<file path="config.mk">
export PLATFORM = sky130hd
export DESIGN_NAME = sie_phase_sequencer
export DESIGN_NICKNAME = d
export VERILOG_FILES = /design/src/rtl/sie_phase_sequencer.sv
export SDC_FILE = /design/constraint.sdc
export NUM_CORES = 1
export LEC_CHECK = 0
export ABC_CLOCK_PERIOD_IN_PS = 12780
export CAP_MARGIN = 20
export CORE_MARGIN = 10
export CORE_UTILIZATION = 35
export CTS_BUF_LIST = sky130_fd_sc_hd__clkbuf_16
export CTS_CLUSTER_DIAMETER = 50
export CTS_CLUSTER_SIZE = 10
export DETAILED_ROUTE_END_ITERATION = 8
export PLACE_DENSITY = 0.61
export SETUP_SLACK_MARGIN = 0.15
export SLEW_MARGIN = 20
export SYNTH_ARGS = -nofsm -noshare
export SYNTH_HDL_FRONTEND = slang
export SYNTH_SLANG_ARGS = --single-unit
</file>
<file path="constraint.sdc">
create_clock -name clk -period 12.78 [get_ports clk]
set_clock_uncertainty 0.1 [all_clocks]
set_input_delay 1.917 -clock clk [delete_from_list [all_inputs] [get_ports clk]]
set_output_delay 1.917 -clock clk [all_outputs]
set_load 0.01 [all_outputs]
</file>
<file path="src/rtl/sie_phase_sequencer.sv">
// ---------------------------------------------------------------------------
// sie_phase_sequencer
//
// Steps a stimulation event through five coupling phases (2..6) and a
// refractory phase (7), then returns to IDLE (0). Each phase lasts a number
// of clk_en ticks taken from a snapshot of the duration inputs. The snapshot
// is captured when the event is triggered. Each phase has a fixed Q14
// coupling gain.
//
// Parameters
//   WIDTH        width of the signed Q14 gain output
//   CW           width of the durations, the phase timer and the event counter
//
// Ports
//   clk          rising-edge clock
//   rst          asynchronous active-high reset
//   clk_en       update strobe; state only advances when high
//   trigger      ignition request (level, sampled on clk_en)
//   abort        early termination request (sampled on clk_en)
//   dur_p2..p6   phase durations in ticks
//   dur_refr     refractory duration in ticks
//   phase        0 IDLE, 2..6 event phases, 7 REFRACTORY
//   phase_timer  ticks elapsed in the current phase
//   sie_active   high while phase is 2..6
//   sie_gain     Q14 coupling gain of the current phase
//   event_done   one-cycle pulse on entry to REFRACTORY
//   aborted      one-cycle pulse with event_done when entry was via abort
//   trig_missed  one-cycle pulse when trigger is seen outside IDLE
//   event_count  number of events started (wraps)
// ---------------------------------------------------------------------------
module sie_phase_sequencer #(
    parameter int WIDTH = 18,
    parameter int CW    = 16
) (
    input  logic                    clk,
    input  logic                    rst,
    input  logic                    clk_en,
    input  logic                    trigger,
    input  logic                    abort,
    input  logic [CW-1:0]           dur_p2,
    input  logic [CW-1:0]           dur_p3,
    input  logic [CW-1:0]           dur_p4,
    input  logic [CW-1:0]           dur_p5,
    input  logic [CW-1:0]           dur_p6,
    input  logic [CW-1:0]           dur_refr,
    output logic [2:0]              phase,
    output logic [CW-1:0]           phase_timer,
    output logic                    sie_active,
    output logic signed [WIDTH-1:0] sie_gain,
    output logic                    event_done,
    output logic                    aborted,
    output logic                    trig_missed,
    output logic [CW-1:0]           event_count
);

    typedef enum logic [2:0] {
        S_IDLE = 3'd0,
        S_P2   = 3'd2,
        S_P3   = 3'd3,
        S_P4   = 3'd4,
        S_P5   = 3'd5,
        S_P6   = 3'd6,
        S_REFR = 3'd7
    } state_t;

    localparam int NDUR = 6;  // p2..p6, refractory

    state_t                   state_reg, state_next;
    logic [CW-1:0]            timer_reg, timer_next;
    logic [CW-1:0]            count_reg, count_next;
    logic [CW-1:0]            snap_reg  [NDUR];
    logic [CW-1:0]            snap_next [NDUR];
    logic [CW-1:0]            dur_in    [NDUR];
    logic [CW-1:0]            term      [NDUR];
    logic                     done_reg, done_next;
    logic                     aborted_reg, aborted_next;
    logic                     missed_reg, missed_next;
    logic                     active_reg, active_next;
    logic signed [WIDTH-1:0]  gain_reg, gain_next;
    logic [CW-1:0]            term_cur;
    logic                     at_term;

    assign dur_in[0] = dur_p2;
    assign dur_in[1] = dur_p3;
    assign dur_in[2] = dur_p4;
    assign dur_in[3] = dur_p5;
    assign dur_in[4] = dur_p6;
    assign dur_in[5] = dur_refr;

    // Terminal timer value per phase. A zero duration is treated as one
    // tick, so the terminal value is max(d,1)-1.
    genvar gi;
    generate
        for (gi = 0; gi < NDUR; gi++) begin : g_term
            assign term[gi] = (snap_reg[gi] == '0) ? '0 : snap_reg[gi] - 1'b1;
        end
    endgenerate

    always_comb begin
        term_cur = '0;
        case (state_reg)
            S_P2:    term_cur = term[0];
            S_P3:    term_cur = term[1];
            S_P4:    term_cur = term[2];
            S_P5:    term_cur = term[3];
            S_P6:    term_cur = term[4];
            S_REFR:  term_cur = term[5];
            default: term_cur = '0;
        endcase
    end

    assign at_term = (timer_reg == term_cur);

    // Next-state logic. Pulses default to 0 every clk, so they drop back
    // on the cycle after they were raised, whether or not clk_en is high.
    always_comb begin
        state_next   = state_reg;
        timer_next   = timer_reg;
        count_next   = count_reg;
        snap_next    = snap_reg;
        done_next    = 1'b0;
        aborted_next = 1'b0;
        missed_next  = 1'b0;

        if (clk_en) begin
            case (state_reg)
                S_IDLE: begin
                    if (trigger) begin
                        state_next = S_P2;
                        timer_next = '0;
                        count_next = count_reg + 1'b1;
                        snap_next  = dur_in;
                    end
                end
                S_REFR: begin
                    // The tick leaving REFRACTORY still counts as non-IDLE.
                    missed_next = trigger;
                    if (at_term) begin
                        state_next = S_IDLE;
                        timer_next = '0;
                    end else begin
                        timer_next = timer_reg + 1'b1;
                    end
                end
                default: begin
                    missed_next = trigger;
                    // Abort takes priority over natural completion.
                    if (abort) begin
                        state_next   = S_REFR;
                        timer_next   = '0;
                        done_next    = 1'b1;
                        aborted_next = 1'b1;
                    end else if (at_term) begin
                        timer_next = '0;
                        case (state_reg)
                            S_P2:    state_next = S_P3;
                            S_P3:    state_next = S_P4;
                            S_P4:    state_next = S_P5;
                            S_P5:    state_next = S_P6;
                            default: state_next = S_REFR;
                        endcase
                        done_next = (state_reg == S_P6);
                    end else begin
                        timer_next = timer_reg + 1'b1;
                    end
                end
            endcase
        end
    end

    // Gain and active flag follow the next state, so they update in the same
    // cycle as phase.
    always_comb begin
        active_next = 1'b0;
        gain_next   = '0;
        case (state_next)
            S_P2: begin active_next = 1'b1; gain_next = WIDTH'(4096);  end
            S_P3: begin active_next = 1'b1; gain_next = WIDTH'(16384); end
            S_P4: begin active_next = 1'b1; gain_next = WIDTH'(16384); end
            S_P5: begin active_next = 1'b1; gain_next = WIDTH'(8192);  end
            S_P6: begin active_next = 1'b1; gain_next = WIDTH'(4096);  end
            default: begin active_next = 1'b0; gain_next = '0; end
        endcase
    end

    always_ff @(posedge clk or posedge rst) begin
        if (rst) begin
            state_reg   <= S_IDLE;
            timer_reg   <= '0;
            count_reg   <= '0;
            done_reg    <= 1'b0;
            aborted_reg <= 1'b0;
            missed_reg  <= 1'b0;
            active_reg  <= 1'b0;
            gain_reg    <= '0;
            for (int i = 0; i < NDUR; i++) begin
                snap_reg[i] <= '0;
            end
        end else begin
            state_reg   <= state_next;
            timer_reg   <= timer_next;
            count_reg   <= count_next;
            done_reg    <= done_next;
            aborted_reg <= aborted_next;
            missed_reg  <= missed_next;
            active_reg  <= active_next;
            gain_reg    <= gain_next;
            for (int i = 0; i < NDUR; i++) begin
                snap_reg[i] <= snap_next[i];
            end
        end
    end

    assign phase       = state_reg;
    assign phase_timer = timer_reg;
    assign sie_active  = active_reg;
    assign sie_gain    = gain_reg;
    assign event_done  = done_reg;
    assign aborted     = aborted_reg;
    assign trig_missed = missed_reg;
    assign event_count = count_reg;

endmodule
</file>
Word-level counts from Yosys, hierarchy flattened --
Index checks and enable logic that the tools add are counted.
Word-level totals: bits in registers 153, input bits 101, output and inout bits 57, word-level logic and storage cells 77
Operators by class: add/subtract/negate cells 8, equality and inequality tests 13, multiplexer cells 29, reductions and logical operators 13
Operator list (count):
- two-way mux 16 bit | 9
- logical NOT 16 bit | 6
- one-hot mux 16 bit (6 select lines) | 1
- subtractor 16 x 1 -> 16 bit, second input constant | 6
- one-hot mux 15 bit (3 select lines) | 1
- adder 16 x 1 -> 16 bit, second input constant | 2
- one-hot mux 16 bit (2 select lines) | 1
- equality test 3 bit, second input constant | 7
- equality test 16 bit | 1
- two-way mux 3 bit | 5
- equality test 3 x 2 -> 1 bit, second input constant | 4
- one-hot mux 3 bit (4 select lines) | 1
- two-way mux 1 bit | 10
- one-hot mux 3 bit (2 select lines) | 1
- OR reduction 2 bit | 3
- OR reduction 5 bit | 1
- logical NOT 3 bit | 1
- AND reduction 3 bit | 1
- inequality test 2 bit, second input constant | 1
- AND reduction 2 bit | 1

Depth between registers and ports, before layout --
word-level depth 11, gate-level depth with buffers 17, gate-level depth less buffers 14

Worst setup path after synthesis --
OpenSTA, ideal clock, no wires.
path kind reg-to-reg, start register snap_reg[2] (netlist bit), end register gain_reg[14] (netlist: sie_gain[14]), library setup time 0.074 ns, data arrival time 3.890 ns, required time 12.606 ns, setup slack 8.717 ns, stages on the path, launching flop included 13, buffers on the path 0, period minus slack after synthesis 4.063 ns, cell sequence dfrtp_1 -> or4_1 -> or3_1 -> nor3_1 -> mux2_2 -> a2111oi_0 -> and2_1 -> o22a_1 -> o2111ai_1 -> or3_4 -> o31a_1 -> nand2b_4 -> o21ai_2
On the way: word-level cells in the longest chain between the ends 11, elaborated cells on any way between the ends 18, classes of those cells add/sub: 1; eq/ne: 6; mux: 8; reduce/logical: 3
Ends and longest elaborated chain:
- start, declared | RTL line 71 | logic [CW-1:0] snap_reg [NDUR];
- start signal, assigned by index | RTL line 209 | snap_reg[i] <= snap_next[i];
- subtractor 16 x 1 -> 16 bit or logical NOT 16 bit (tied branches) | RTL line 95 | assign term[gi] = (snap_reg[gi] == '0) ? '0 : snap_reg[gi] - 1'b1;
- two-way mux 16 bit * | RTL line 95
- one-hot mux 16 bit (6 select lines) * | RTL line 101 | case (state_reg)
- equality test 16 bit * | RTL line 112 | assign at_term = (timer_reg == term_cur);
- two-way mux 3 bit | RTL line 153 | end else if (at_term) begin
- two-way mux 3 bit | RTL line 148 | if (abort) begin
- one-hot mux 3 bit (2 select lines) * | RTL line 126 | case (state_reg)
- two-way mux 3 bit * | RTL line 125 | if (clk_en) begin
- equality test 3 bit or equality test 3 x 2 -> 1 bit (tied branches) | RTL line 176 | case (state_next)
- OR reduction 2 bit (no source line)
- one-hot mux 15 bit (3 select lines) * | RTL line 176
- via gain_next[14] | RTL line 79 | logic signed [WIDTH-1:0] gain_reg, gain_next;
- end signal, assigned | RTL line 207 | gain_reg <= gain_next;
- end, declared | RTL line 79
The timed path passes the listed nets; every way through them passes the cells marked *. A chain may end at the register's enable or synchronous reset.

Worst setup path after layout --
start register snap_reg[36] (netlist bit), end register timer_reg[5] (netlist: phase_timer[5])
On the way: word-level cells in the longest chain between the ends 7, elaborated cells on any way between the ends 8, classes of those cells add/sub: 1; eq/ne: 1; mux: 5; reduce/logical: 1
Ends and longest elaborated chain:
- subtractor 16 x 1 -> 16 bit or logical NOT 16 bit (tied branches) | RTL line 95
- two-way mux 16 bit * | RTL line 95
- one-hot mux 16 bit (6 select lines) * | RTL line 101
- equality test 16 bit * | RTL line 112
- two-way mux 16 bit * | RTL line 138, 153
- two-way mux 16 bit | RTL line 148
- one-hot mux 16 bit (2 select lines) * | RTL line 126
- end signal, assigned | RTL line 201 | timer_reg <= timer_next;
- end, declared | RTL line 69 | logic [CW-1:0] timer_reg, timer_next;
Mark *: on every way between the ends. The rest lies on a longest branch, timed or not.

==> results.txt <==
- By area, the combinational part of the netlist is dominated by simple AND/OR/NAND/NOR gates.
* Sequential fraction of the synthesis area: roughly 40%
- Detail-routed via count per cell: 5.46
- The count of nets left with antenna violations once routing finished came out at 0.
- Area of the core: 24400 µm²
- Yosys mapped a number of flops with a built-in enable equal to 0.
* Worst min path class: reg -> reg
- Largest net degree at the start of global routing: 85
* Rows: 57
- Global-route wire length before repair: between 40000 and 50000 µm
- Highest clock rate: around 200 MHz
* Synth async-reset ratio: 100%
- Gate count of the mapped netlist: 901
- Among all flip-flop cells after synthesis, the most frequent one is sky130_fd_sc_hd__dfrtp_1.
- The hold violation count in the final report is 0.
- Detail Placement HPWL: a little over 20000 µm
* Clock transition at path regs: approximately 70 ps
* Fraction of layout instances using a drive strength above 1: between 10% and 20%
* Total I/O pin count: approximately 160
- Max Cap Viol: 0
- On the worst path, the slowest cell contributes a delay of about 920 ps.
- Post-Synth Adder-Cell Area: roughly 2.3%
- STA classifies the critical path endpoint as a register.
- Insertion delay to the later sink of the worst-skew pair: roughly 430 ps
* Ratio of total power to cell area: 195 nW/µm²
- The congestion estimate from routability-driven global placement came to a little under 1.
* Xor-xnor portion of the synthesized cell area: under 10%
- Fraction of synthesized area in multiplexers: about 12%
* Post-Layout Inst Area: roughly 11000 µm²
- Area of the mapped netlist: roughly 8700 µm²
- Final setup fails: 0
- GRT Total Usage: around 17%
* Peak VDD IR: roughly 0.000088 V
- Flip-flop count of the largest register, all copies and words added: 96
- Worst endpoint required time: roughly 13000 ps
- Post-Syn Area per Cell: 9.67 µm²
- The number of hold buffers added after CTS was 0.
- TritonCTS built the clock tree.
- Endpoint arrival time on the critical path: 5310 ps
- The worst path in the final design needs a cycle of between 5000 and 6000 ps, including I/O delays and setup.
- Slew of the pin with the lowest slew margin: 1070 ps
- Post-synthesis simple-gate area fraction: around a fifth
- Remaining design rule violation count: 0
- Worst-path cell with the longest stage delay: sky130_fd_sc_hd__o41ai_4
* Outcome: finished, final reports clean
* Number of distinct library cell variants in the gate-level netlist after synthesis: between 70 and 80
* Die width: 178 µm
* Initial core utilization: 35.7%
- After detailed routing, the total wire length is roughly 27000 µm.
- Max Buffers Root-to-Sink: 2
- Number of clock sinks: around 140
* Cells along the critical path: or4_1, o41ai_4, o22ai_1, nor4_1, xnor2_1, o211ai_2, nand2b_1, o21ai_1, nor2_1, o21ai_0, o21ai_0
- Port Buf Inserts: ~140
* Crit-path max FO: 16
- The routed layout has 7453 vias.
- Number of antenna violations at the first check in global routing: 0
- Post-CTS resize count: 0
- Fill cells in the final layout number around 2400.
- Root Buffer Master: sky130_fd_sc_hd__clkbuf_16
- The first routing iteration left approximately 700 violations.
- In this run the cell area measured after placement is just over 10000 µm².
- Worst setup path class: reg -> reg
- Compared with the post-synthesis result, the final layout area differs by 26.2%.
* Global route total overflow: 0
- After layout, the worst path uses 40.0% of the clock period.
- Startpoint Class: register
* Vert. Die Dim: 178 µm
- Routed wire length per instance: approximately 20 µm
- Number of buffers inserted to repair setup after CTS: 0
- Setup repair after global routing missed its margin: false
- Most Frequent Cell on Critical Path: sky130_fd_sc_hd__o21ai_0
- Number of buffer and inverter instances along the worst setup path: 0
- Before antenna repair, the detailed router went through 5 iterations.
* Static leakage: 0.00439 µW
- Cell type group with the largest total delay on the critical path: compound AO/OA/AOI/OAI gates
- Number of warning messages in the yosys log: 0
- NumNets Final: approximately 1100
- The count of pins over their slew limit is 0.
- Compound-Gate Fraction of Synth Area: between 10% and 20%
* Slew headroom: around 28%
- Total number of H-tree levels: 4
- Counting flops and latches in the post-synthesis netlist gives 138.
- Floorplan die area: about 32000 µm²
* Ant diodes: 0
- In this run, CTS created clock tree buffers numbering 17.
* Flop2flop setup slack: ~7700 ps
* Total Neg Setup Slack: 0 ps
- The number of global-route vias before repair came to about 7300.
stage by stage:
| stage | util, % | hold slack [ps] | total power, µW | setup WS [ps] | cells |
|---|---|---|---|---|---|
| floorplan | - | 404 | 1310 | 7070 | 915 |
| global placement | 42.5 | 366 | 1590 | 7870 | 1332 |
| detailed placement | 42.5 | 366 | 1600 | 7860 | 1332 |
| CTS | 45.1 | 376 | 2150 | 7800 | 1364 |
| global route | 45.1 | 399 | 2290 | 7250 | 1364 |
| finish | 45.1 | 368 | 2150 | 7660 | 1364 |
kinds of logic (layout without fill, tap and decap cells):
kind of cell,Yosys count,in the layout
AND/OR/NAND/NOR,336,336
AO/OA/AOI/OAI,146,146
flip-flops,138,138
multiplexers,94,94
XOR/XNOR,90,90
buffers and inverters,80,205
adder cells (fa/ha/maj),16,16
other,1,15
Yosys cell counts, types with 3 or more instances:
library cell                count  area share (%)
sky130_fd_sc_hd__o22ai_1       28             2.0
sky130_fd_sc_hd__or3_1         12            0.86
sky130_fd_sc_hd__nand3_1       27             1.6
sky130_fd_sc_hd__or4_1         20             1.7
sky130_fd_sc_hd__mux2_2        87              11
sky130_fd_sc_hd__o311ai_0       3            0.30
sky130_fd_sc_hd__mux2i_1        7            0.80
sky130_fd_sc_hd__nor4_2         3            0.43
sky130_fd_sc_hd__o31ai_1        6            0.52
sky130_fd_sc_hd__xor2_1        44             4.4
sky130_fd_sc_hd__and4_1         3            0.30
sky130_fd_sc_hd__buf_2          5            0.29
sky130_fd_sc_hd__inv_1         27             1.2
sky130_fd_sc_hd__o22a_1         3            0.30
sky130_fd_sc_hd__nand4_1       27             1.9
sky130_fd_sc_hd__nor2_1        58             2.5
sky130_fd_sc_hd__a31oi_1        6            0.43
sky130_fd_sc_hd__nor3b_1        8            0.69
sky130_fd_sc_hd__and3_1        12            0.86
sky130_fd_sc_hd__nor4_1        30             2.2
sky130_fd_sc_hd__xnor2_1       46             4.6
sky130_fd_sc_hd__dfrtp_1      138              40
sky130_fd_sc_hd__o31a_1         5            0.50
sky130_fd_sc_hd__nand2_1       63             2.7
sky130_fd_sc_hd__or2_2          7            0.50
sky130_fd_sc_hd__o2111ai_1      4            0.40
sky130_fd_sc_hd__clkbuf_1      30             1.3
sky130_fd_sc_hd__ha_1          16             2.3
sky130_fd_sc_hd__nand3b_1       3            0.26
sky130_fd_sc_hd__a21oi_1       14            0.80
sky130_fd_sc_hd__nor3_1        33             1.9
sky130_fd_sc_hd__or4b_2         3            0.34
sky130_fd_sc_hd__o21ai_0       48             2.8
sky130_fd_sc_hd__buf_4         16             1.4
sky130_fd_sc_hd__nand4b_1       5            0.50
sky130_fd_sc_hd__nor4b_1        5            0.50
sky130_fd_sc_hd__nand2b_1       3            0.22
sky130_fd_sc_hd__and2_1         3            0.22
worst paths after layout:
| path | end | start | cells past startpoint |
|---|---|---|---|
| max in group asynchronous | snap_reg[60]$_DFFE_PP0P_ | rst | 3 |
| setup / recovery | phase_timer[5]$_DFFE_PP0P_ | snap_reg[36]$_DFFE_PP0P_ | 11 |
| setup reg to reg | phase_timer[5]$_DFFE_PP0P_ | snap_reg[36]$_DFFE_PP0P_ | 11 |
| hold / removal | event_count[15]$_DFFE_PP0P_ | event_count[15]$_DFFE_PP0P_ | 1 |
| min in group asynchronous | snap_reg[38]$_DFFE_PP0P_ | rst | 2 |
| hold reg to reg | event_count[15]$_DFFE_PP0P_ | event_count[15]$_DFFE_PP0P_ | 1 |
metal layers:
metal / share of wire [%] / GRT usage [%]
met4: 2.0 / 5.42
met1: 45 / 22.6
met5: 0 / 0
met2: 47 / 26.5
met3: 6.1 / 3.78
layout make-up:
type                            instances  area (µm²)  area share [%]
Multi-Input combinational cell        697        4950            45.0
Sequential cell                       138        3450            31.4
Timing Repair Buffer                  145        1440            13.1
Clock buffer                           17         425            3.87
Tap cell                              324         405            3.68
Clock inverter                         15         215            1.96
Inverter                               28         110            1.00
placed cells by master (no fill, tap or decap), types with 8 or more instances in the layout:
cell type	count
sky130_fd_sc_hd__a21oi_1	14
sky130_fd_sc_hd__and3_1	12
sky130_fd_sc_hd__clkbuf_16	17
sky130_fd_sc_hd__clkdlybuf4s50_1	142
sky130_fd_sc_hd__conb_1	15
sky130_fd_sc_hd__dfrtp_1	138
sky130_fd_sc_hd__ha_1	16
sky130_fd_sc_hd__inv_1	26
sky130_fd_sc_hd__mux2_2	87
sky130_fd_sc_hd__nand2_1	63
sky130_fd_sc_hd__nand3_1	27
sky130_fd_sc_hd__nand4_1	27
sky130_fd_sc_hd__nor2_1	57
sky130_fd_sc_hd__nor3_1	33
sky130_fd_sc_hd__nor3b_1	8
sky130_fd_sc_hd__nor4_1	30
sky130_fd_sc_hd__o21ai_0	48
sky130_fd_sc_hd__o22ai_1	28
sky130_fd_sc_hd__or3_1	12
sky130_fd_sc_hd__or4_1	20
sky130_fd_sc_hd__xnor2_1	46
sky130_fd_sc_hd__xor2_1	44
power breakdown:
group / internal, µW / leakage (µW) / switching (µW)
clock: 331 / 0.000297 / 209
sequential: 545 / 0.00179 / 181
combinational: 398 / 0.00230 / 481
total: 1270 / 0.00439 / 871
No activity file was read; power rests on OpenSTA's default activity.
==> patch, RTL diff (same settings) <==
Reset style: synchronous (`rst`), changed in one clocked block. Comments in the files are not updated.
--- a/src/rtl/sie_phase_sequencer.sv
+++ b/src/rtl/sie_phase_sequencer.sv
@@ -183,7 +183,7 @@
         endcase
     end
 
-    always_ff @(posedge clk or posedge rst) begin
+    always_ff @(posedge clk) begin
         if (rst) begin
             state_reg   <= S_IDLE;
             timer_reg   <= '0;
Function: differs if rst is asserted again (counterexample within 4 cycles, from zero or initial values and one cycle with rst high); with rst held inactive, the same outputs for 4 cycles.
==> patch against the unedited design <==
- via count is 4.9% higher
- cell count up 7.8%
- design area decreased by 8.3%
- global-route usage grew 0.47 points
- die area shrank 7.5%
- sequential cell count stayed put
- wire length fell by 1.8%
- utilization is 0.41 points lower
- synthesized cell count is 19% higher
- synthesized area decreased by 8.4%
- setup slack better by 290 ps
- highest routed layer unchanged
Power is not compared: it rests on default switching activity, and its combinational part moved more than twofold at a synthesized area within 25%.
==> patch: results (changes against the unedited design) <==
Post-CTS Resized -> 0 (unchanged)
Commonest cells post-synth -> 217 x nand2_1, 138 x dfxtp_1, 122 x a21oi_1
CP arrival -> 5090 ps (-220 ps)
Hpwl dp -> 19700 um (-4.7%)
Fillers -> 2339 (-2.1%)
WL met3 -> 1910 um (+18%)
Worst hold stages -> 2 (+1)
Gpl congestion -> 0.969 (-0.95%)
DRT Pass-1 Iters -> 5 (unchanged)
Htree depth -> 4 (unchanged)
CP max FO -> 12 (-4)
Largest net degree at the start of global routing -> 81 (-4.7%)
Asr flop ratio synth -> 0% (-100 points)
Iteration-0 DRC Markers -> 584 (-16%)
IR drop worst, VDD -> 80.9 uV
Area after DPL -> 9520 um2 (-8.2%)
CTS clk-pin slew, worst paths -> 70 ps (about the same)
Drt wl/cell -> 17.7 um (-8.9%)
Final nets -> 1288 (+13%)
Met1 WL -> 12200 um (+2.3%)
Netlist cell types -> 61 (-16%)
Final std cells w/o fill -> 1471 (+7.8%)
Share of layout cells above drive strength 1 -> 4.97% (-9.4 points)
Ys flop type -> dfxtp_1
R2R depth -> 12 (+1)
Register area share after synthesis -> 34.6% (-5.0 points)
Number of vias per cell -> 5.32 (-2.7%)
Clock Path Buffers -> 2 (unchanged)
Area contributors post-synth -> dfxtp_1 35%, nand2_1 10%, a21oi_1 7.6%, xor2_1 5.5%, xnor2_1 4.4%
Vias in the first global route -> 7207 (-1.6%)
All-Layer GR Usage -> 17.4% (+0.47 points)
Clock Tree Root -> clkbuf_16
CP top delay family -> simple AND/OR/NAND/NOR gates
Post-CTS Setup Inserts -> 0 (unchanged)
Slew HR -> 35.9% (+7.4 points)
Status -> complete, no violations
Pleak -> 3.74 nW
Inserted Clock Buffers -> 17 (unchanged)
CP peak stage delay -> 740 ps (-180 ps)
WL met2 -> 11500 um (-7.9%)
CP max-delay cell -> nor4_1
Synthesis Warnings -> 0 (unchanged)
First-pass GRT wire length -> 40200 um (-4.2%)
Syn Area/Cell -> 7.47 um2 (-23%)
Worst-Skew Late Latency -> 440 ps
Cell total after placement -> 1439 (+8.0%)
-- patch: cell types whose count changed after synthesis, moves of 7 or more --
cell | before | now
nand4_1 | 27 | 17
dfxtp_1 | 0 | 138
inv_1 | 27 | 20
clkbuf_1 | 30 | 53
and3_1 | 12 | 19
nor3b_1 | 8 | 20
o21ai_0 | 48 | 18
nand2_1 | 63 | 217
a21oi_1 | 14 | 122
mux2_2 | 87 | 0
dfrtp_1 | 138 | 0
nor2_1 | 58 | 73
-- patch: logic make-up after synthesis --
logic type | after synthesis | synth area share [%]
xor+xnor | 90 | 9.87
flops | 138 | 34.6
other cells | 1 | 0.0470
compound gates | 217 | 16.3
buf+inv | 96 | 5.30
fa+ha+maj | 14 | 2.19
mux | 1 | 0.125
simple gates | 512 | 31.6
-- patch: final cells by class --
type	instances	area, um2	share of cell area, %
multi-input combinational	849	4860	48.2
sequential	138	2760	27.4
timing repair buffer	147	1460	14.4
clock buffer	17	425	4.22
tap	285	357	3.53
clock inverter	15	149	1.48
inverter	20	75.1	0.744
-- patch: where the power goes --
part           internal [W]  switching, W
registers          0.000451     0.0000315
clock network      0.000260      0.000223
logic              0.000159      0.000205
total              0.000870      0.000460
-- patch: through the flow --
step                      setup slack [ps]  hold slack, ps
final                                 7950             384
after detailed placement              8040             373
after global placement                8120             367
after floorplan                       8500             349
after CTS                             8010             385
after global routing                  7630             412
-- patch: worst register-to-register path: cells and delay by family (launching register included) --
kind	cells	cell delay [ps]
flops	1	390
compound gates	5	1100
simple gates	7	3180
-- patch: worst paths after layout --
kind	from	to	slack, ps
max	snap_reg[52]	sie_gain[14]	7950
min	snap_reg[86]	snap_reg[86]	380
max reg2reg	snap_reg[52]	sie_gain[14]	7950
min reg2reg	snap_reg[86]	snap_reg[86]	380
-- patch: metal layers --
layer | global-route usage [%] | vias to the layer above
met5 | 0 | -
met4 | 4.95 | 0
met3 | 4.72 | 35
met2 | 26.5 | 255
met1 | 23.4 | 3581
li1 | - | 3950
